==> config.mk <==
export PLATFORM = sky130hd
export DESIGN_NAME = hdmi_video_timing
export DESIGN_NICKNAME = d
export VERILOG_FILES = /design/src/rtl/hdmi_video_timing.sv
export SDC_FILE = /design/constraint.sdc
export NUM_CORES = 1
export LEC_CHECK = 0
export ABC_AREA = 1
export CAP_MARGIN = 20
export CORE_ASPECT_RATIO = 0.5
export CORE_MARGIN = 3
export CORE_UTILIZATION = 59
export CTS_BUF_LIST = sky130_fd_sc_hd__clkbuf_2 sky130_fd_sc_hd__clkbuf_4 sky130_fd_sc_hd__clkbuf_8
export DETAILED_ROUTE_END_ITERATION = 7
export PLACE_DENSITY = 0.95
export RECOVER_POWER = 100
export SLEW_MARGIN = 20
export SYNTH_ARGS = -nofsm -noshare
export SYNTH_HDL_FRONTEND = slang
export SYNTH_SLANG_ARGS = --single-unit
==> constraint.sdc <==
create_clock -name clk -period 2.85 [get_ports clk]
set_input_delay 0.855 -clock clk [delete_from_list [all_inputs] [get_ports clk]]
set_output_delay 0.855 -clock clk [all_outputs]
set_load 0.02 [all_outputs]
==> src/rtl/hdmi_video_timing.sv <==
`default_nettype none
// ============================================================================
//  Module   : hdmi_video_timing
//  Purpose  : Raster timing generator (hsync, vsync, de, x/y) for the ADV7513
//             parallel video input. Defaults to CEA-861 1280x720p60.
//  Revision : 1.0  - initial release
// ============================================================================
module hdmi_video_timing #(
    parameter int   H_ACTIVE = 1280,
    parameter int   H_FP     = 110,
    parameter int   H_SYNC   = 40,
    parameter int   H_BP     = 220,
    parameter int   V_ACTIVE = 720,
    parameter int   V_FP     = 5,
    parameter int   V_SYNC   = 5,
    parameter int   V_BP     = 20,
    parameter logic HS_POL   = 1'b1,
    parameter logic VS_POL   = 1'b1
) (
    input  logic        clk,
    input  logic        reset,
    input  logic        enable,
    output logic        hsync,
    output logic        vsync,
    output logic        de,
    output logic [11:0] x,
    output logic [11:0] y,
    output logic        frame_start,
    output logic        running,
    output logic [15:0] frame_count
);

    localparam int H_TOTAL = H_ACTIVE + H_FP + H_SYNC + H_BP;
    localparam int V_TOTAL = V_ACTIVE + V_FP + V_SYNC + V_BP;

    // 13-bit window bounds so an end value of 4096 is still representable
    localparam logic [11:0] c_H_LAST   = 12'(H_TOTAL - 1);
    localparam logic [11:0] c_V_LAST   = 12'(V_TOTAL - 1);
    localparam logic [12:0] c_H_ACT    = 13'(H_ACTIVE);
    localparam logic [12:0] c_V_ACT    = 13'(V_ACTIVE);
    localparam logic [12:0] c_HS_START = 13'(H_ACTIVE + H_FP);
    localparam logic [12:0] c_HS_END   = 13'(H_ACTIVE + H_FP + H_SYNC);
    localparam logic [12:0] c_VS_START = 13'(V_ACTIVE + V_FP);
    localparam logic [12:0] c_VS_END   = 13'(V_ACTIVE + V_FP + V_SYNC);

    typedef enum logic [1:0] {
        S_IDLE  = 2'd0,
        S_RUN   = 2'd1,
        S_DRAIN = 2'd2
    } state_t;

    state_t      r_state;
    logic [11:0] r_x;
    logic [11:0] r_y;
    logic        r_hsync;
    logic        r_vsync;
    logic        r_de;
    logic        r_frame_start;
    logic        r_running;
    logic [15:0] r_frame_count;

    state_t      w_state_nxt;
    logic        w_x_last;
    logic        w_last;
    logic        w_active_nxt;
    logic [11:0] w_x_nxt;
    logic [11:0] w_y_nxt;
    logic        w_hsync_nxt;
    logic        w_vsync_nxt;
    logic        w_de_nxt;
    logic        w_fs_nxt;
    logic [15:0] w_fc_nxt;

    // Next-state and next-output computation; outputs are derived from the
    // next position so that they register coherently with x and y.
    always_comb begin
        w_state_nxt  = r_state;
        w_x_last     = (r_x == c_H_LAST);
        w_last       = w_x_last && (r_y == c_V_LAST);
        w_x_nxt      = 12'd0;
        w_y_nxt      = 12'd0;
        w_fc_nxt     = r_frame_count;

        case (r_state)
            S_IDLE: begin
                if (enable) w_state_nxt = S_RUN;
            end
            S_RUN: begin
                // Enable falling on the last pixel ends the frame right here
                if (!enable) w_state_nxt = w_last ? S_IDLE : S_DRAIN;
            end
            S_DRAIN: begin
                if (enable)      w_state_nxt = S_RUN;
                else if (w_last) w_state_nxt = S_IDLE;
            end
            default: w_state_nxt = S_IDLE;
        endcase

        w_active_nxt = (w_state_nxt != S_IDLE);

        // Raster advance only while already producing; entry from IDLE is (0,0)
        if (r_state != S_IDLE) begin
            if (w_last) w_fc_nxt = r_frame_count + 16'd1;
            if (w_active_nxt) begin
                w_x_nxt = w_x_last ? 12'd0 : r_x + 12'd1;
                if (w_x_last) w_y_nxt = (r_y == c_V_LAST) ? 12'd0 : r_y + 12'd1;
                else          w_y_nxt = r_y;
            end
        end

        w_de_nxt    = w_active_nxt && ({1'b0, w_x_nxt} < c_H_ACT)
                                   && ({1'b0, w_y_nxt} < c_V_ACT);
        w_hsync_nxt = (w_active_nxt && ({1'b0, w_x_nxt} >= c_HS_START)
                                    && ({1'b0, w_x_nxt} <  c_HS_END)) ? HS_POL : ~HS_POL;
        w_vsync_nxt = (w_active_nxt && ({1'b0, w_y_nxt} >= c_VS_START)
                                    && ({1'b0, w_y_nxt} <  c_VS_END)) ? VS_POL : ~VS_POL;
        w_fs_nxt    = w_active_nxt && (w_x_nxt == 12'd0) && (w_y_nxt == 12'd0);
    end

    // State and output registers; reset returns everything to inactive levels
    always_ff @(posedge clk) begin
        if (reset) begin
            r_state       <= S_IDLE;
            r_x           <= 12'd0;
            r_y           <= 12'd0;
            r_hsync       <= ~HS_POL;
            r_vsync       <= ~VS_POL;
            r_de          <= 1'b0;
            r_frame_start <= 1'b0;
            r_running     <= 1'b0;
            r_frame_count <= 16'd0;
        end else begin
            r_state       <= w_state_nxt;
            r_x           <= w_x_nxt;
            r_y           <= w_y_nxt;
            r_hsync       <= w_hsync_nxt;
            r_vsync       <= w_vsync_nxt;
            r_de          <= w_de_nxt;
            r_frame_start <= w_fs_nxt;
            r_running     <= w_active_nxt;
            r_frame_count <= w_fc_nxt;
        end
    end

    assign hsync       = r_hsync;
    assign vsync       = r_vsync;
    assign de          = r_de;
    assign x           = r_x;
    assign y           = r_y;
    assign frame_start = r_frame_start;
    assign running     = r_running;
    assign frame_count = r_frame_count;

endmodule
`default_nettype wire

### Yosys cells after proc, flatten, opt, wreduce, memory -nomap -nowiden

Cells that the tools add are included.

| operators by class | value |
|---|---|
| equal/unequal tests | 4 |
| reduce and logical (&&, ||, !) cells | 15 |
| mux-type cells | 15 |
| add/sub/neg operators | 3 |
| $lt $le $gt $ge | 6 |

Operators by type and width:

| cell | number |
|---|---|
| $mux 12 | 7 |
| $add 12x1->12 const B | 2 |
| $logic_not 12->1 | 2 |
| $lt 12x10->1 const B | 2 |
| $lt 12x11->1 const B | 2 |
| $add 16x1->16 const B | 1 |
| $eq 12x10->1 const B | 1 |
| $eq 12x11->1 const B | 1 |
| $ge 12x10->1 const B | 1 |
| $ge 12x11->1 const B | 1 |
| $mux 2 | 5 |
| $logic_and 1x1->1 | 9 |
| $pmux 2 s3 | 1 |
| $reduce_bool 2->1 | 2 |
| $eq 2x1->1 const B | 1 |
| $eq 2x2->1 const B | 1 |
| $logic_not 2->1 | 1 |
| $mux 1 | 2 |
| $reduce_and 2->1 | 1 |

| storage, ports and cells | value |
|---|---|
| word-level logic and storage cells | 52 |
| output and inout bits | 45 |
| bits of input ports | 3 |
| register bits after elaboration | 47 |

### Longest topological paths before layout

| logic depth | value |
|---|---|
| depth after elaboration | 12 |
| gate-level depth with buffers | 15 |
| mapped depth without buffers | 15 |

### Worst setup path before layout

No wires, ideal clock.

| timing | value |
|---|---|
| path kind | register to register |
| start | reg r_x[0], in the netlist x[0] |
| end | reg r_frame_count[12], in the netlist frame_count[12] |
| clock period less this slack | 1.908 ns |
| setup time | 0.113 ns |
| arrival time | 1.794 ns |
| path slack | 0.942 ns |
| stages on the path, launching flop included | 13 |
| data required time | 2.737 ns |
| buffers on the path | 0 |
| path through | dfxtp_1 > ha_1 > nand2_1 > nor2_2 > nand2_2 > nor2_8 > nand2_4 > nor2_4 > nand3_1 > nor2_2 > nand3_1 > o21ai_1 > nor2_1 |

| between the ends | value |
|---|---|
| longest elaborated chain between the ends | 3 |

RTL lines:

| item | line | text |
|---|---|---|
| start: declaration | 53 | `logic [11:0] r_x;` |
| start signal: assignment | 134 | `r_x <= w_x_nxt;` |
| $eq 12x11->1 | 78 | `w_x_last = (r_x == c_H_LAST);` |
| $logic_and 1x1->1 | 79 | `w_last = w_x_last && (r_y == c_V_LAST);` |
| $reduce_and 2->1 (no source line) | - |  |
| end signal: assignment | 141 | `r_frame_count <= w_fc_nxt;` |
| end: declaration | 60 | `logic [15:0] r_frame_count;` |

Every way passes these cells.
A chain may end at the register's enable or synchronous reset.

### Worst setup path after layout

Ends and elaborated chain as after synthesis.

==> results.md <==
- Outcome: finished, final reports clean
- Crit path DAT: 2.61 ns
- Sequential power share: 0.580
- Family with the most delay on the worst path: simple AND/OR/NAND/NOR gates
- Synthesis-to-layout area growth: 21.87%
- Fin crit period: 2.402 ns
- Hold buffer count at CTS: 0
- Row cnt: 16
- Routed Antenna Nets: 0
- Net Count, Synth: 420
- Setup violations, final: 0
- Post-CTS Repair Setup Buffers: 0
- DR vias/cell: 5.511
- Hold Crit Endpoint: frame_count[8]
- Antenna violations before repair: 0
- # diodes: 0
- P_sw: 270.9 uW
- Fin area: 0.003263 mm^2
- CTS resizes: 0
- Switching share of power: 0.2369
- Vias: 2849
- Crit-path max cell delay: 0.42 ns
- RSZ-0062 raised after global routing: false
- HP Class: flip-flop to flip-flop
- Share of layout cells above drive strength 1: 0.06263
- Sum Neg Setup Slack: 0 ns
- CTS HTree Levels: 2
- Clock Skew: 0.003571 ns
- First-pass GRT wire length: 11.87 mm
- Pre-antenna DRT Iters: 5
- Largest net degree at the start of global routing: 17
- CTS Buffer Depth: 2
- Yosys reg bits: 47
- Syn avg cell area: 6.499 um^2
- Clock share of power: 0.361
- Drt wl/cell: 13.76 um
- CP Max Fanout: 16
- # fillers: 312
- Root cell of the clock tree: clkbuf_8
- Initial core utilization: 0.6493
- Fmax: 0.4164 GHz
- Worst R2R Start: x[0]
- Flop-to-flop setup slack: 0.45 ns
- Worst skew pair latency: 0.30 ns
- Remaining Overflow, GRT: 0
- Die Wd: 101.3 um
- Synth Instances: 412
- Critical Path RT: 3.06 ns
- Max-cap violations: 0
- Cells after DPL: 510
- DIE AREA: 0.005432 mm^2
- I/O pins: 48
- Post-DP Area: 0.003207 mm^2
- CP Launch Point: x[0]
- Vias in the first global route: 2612
- Period utilization: 0.8427
- Fin. Hold Viols: 0
- HPWL Detailed: 5.392 mm
- Worst Tran Pin Value: 0.5536 ns
- Routed WL: 7.115 mm
- Die H: 53.64 um
- Commonest non-fill, non-tap cell in the layout: nand2_1
- WP buf/inv: 0
- Num CTS Buffers: 5
- Hold Path Cell Cnt: 2
- Depth of the most critical reg-to-reg path: 12
- First DRT Iteration DRCs: 253
- Crit path kind: flip-flop to flip-flop
- Critical Path End Type: flip-flop
- Kind of start point of the critical path: flip-flop
- Combinational Power Share: 0.059
- Most frequent cells in the layout: 93 x nand2_1, 81 x nor2_1, 47 x dfxtp_1, 47 x dlygate4sd3_1, 45 x nand3_1
- Worst reg2reg path endpoint: frame_count[12]
- Worst Hold Launch: frame_count[8]
- Final Util: 0.7913
- PwrDens: 350.5 mW/mm^2
- Count of cell types in the netlist: 34
- Port bufs: 47
- Worst-path cell chain: ha_1 -> nand2_1 -> nor2_2 -> nand2_1 -> nor2_8 -> nand2_4 -> nor2_1 -> nand3_1 -> nor2_2 -> nand3_1 -> o21ai_1 -> nor2_1
- Clk slew on worst S/H paths: 0.08 ns
- Cell Count, Final, Fillers Out: 517
- Drt drc: 0
- Part of the Yosys area used for sequential elements: 0.3514
- Final net count: 471
- Synthesized cell area: 0.002678 mm^2
- Gr usage total: 0.2784
- Gpl congestion: 0.8880
- Slew Viols, Final: 0
- Clk sinks: 47
- Syn. warnings: 0
- Internal: 872.7 uW
- Crit-path slowest cell: dfxtp_1
- Slew headroom: 0.6309
- Worst VDD drop: 0.2109 mV
- Core Footprint: 0.004124 mm^2
- Pleak: 1.388 nW
- CTS tree: yes
sequential cells by signal, indices dropped and copies added, names as in the netlist:
| register | flops |
|---|---|
| x | 12 |
| de | 1 |
| frame_count | 16 |
| frame_start | 1 |
| hsync | 1 |
| r_state | 2 |
| y | 12 |
| vsync | 1 |
| running | 1 |
cells in the mapped netlist (all sizes together):
master / instances / area share
buf: 3 / 0.0089
nand2b: 1 / 0.0023
a211oi: 1 / 0.0028
nor2b: 1 / 0.0023
nor3b: 2 / 0.0056
o21ba: 1 / 0.0037
ha: 5 / 0.023
nand4: 8 / 0.019
nand3: 45 / 0.090
nand2: 98 / 0.15
or2: 1 / 0.0023
dfxtp: 47 / 0.35
o21ai: 15 / 0.028
o21bai: 3 / 0.0084
nor2: 89 / 0.14
o211a: 1 / 0.0037
xor2: 6 / 0.020
clkbuf: 4 / 0.0056
xnor2: 1 / 0.0033
a21oi: 18 / 0.034
inv: 46 / 0.064
o211ai: 1 / 0.0028
nor3: 14 / 0.026
clkinv: 1 / 0.0014
tightest hold or removal path, stage by stage, from the launching register on:
cell and delay (ns):
dfxtp_1 0.34, inv_1 0.06, a21oi_1 0.05
logic make-up (layout without fill, tap and decap cells):
family                     after synthesis  after routing  share of synthesized area
buffers and inverters                   54            105                    0.08037
AOI/OAI and AO/OA                       40             40                    0.08318
xor gates and xnor gates                 7              7                    0.02290
adders and majority gates                5              5                    0.02336
DFF                                     47             47                     0.3514
and+or+nand+nor                        259            259                     0.4388
power by group through the flow:
stage	clock network, mW	logic (mW)	registers, mW
2_1_floorplan	0	0.0423	0.684
3_3_place_gp	0	0.0675	0.679
3_5_place_dp	0	0.0693	0.679
4_1_cts	0.412	0.0700	0.664
5_1_grt	0.441	0.0734	0.664
6_report	0.412	0.0676	0.664
stage by stage:
step                hold slack [ns]  total power [mW]  worst slack, ns
finish                       0.4935             1.144           0.4482
global route                 0.5164             1.179           0.2230
CTS                          0.4934             1.146           0.6019
detailed placement           0.4761            0.7485           0.3179
global placement             0.4634            0.7468           0.3994
floorplan                    0.5320            0.7260           0.9423
metal layers:
metal	track usage	routed length (um)	vias to the layer above
li1	-	-	1425
met1	0.3524	3159	1299
met2	0.4719	3343	110
met3	0.06339	501	15
met4	0.1060	111	0
met5	0	0	-
worst max path at each step:
stage / slack, ns / cells after the start / endpoint
3_5_place_dp: 0.32 / 10 / hsync
5_1_grt: 0.22 / 12 / frame_count[12]
6_report: 0.45 / 12 / frame_count[12]
4_1_cts: 0.60 / 1 / y[4]
2_1_floorplan: 0.94 / 12 / frame_count[12]
3_3_place_gp: 0.40 / 10 / hsync
layout make-up:
type,count,area [um^2],share of cell area
Tap cell,54,67.56,0.02071
Inverter,47,176.4,0.05406
Clock inverter,1,5.005,0.001534
Sequential cell,47,940.9,0.2883
Clock buffer,6,82.58,0.02531
Multi-Input combinational cell,311,1494,0.4578
Timing Repair Buffer,51,496.7,0.1522
No activity file was read; power rests on OpenSTA's default activity.
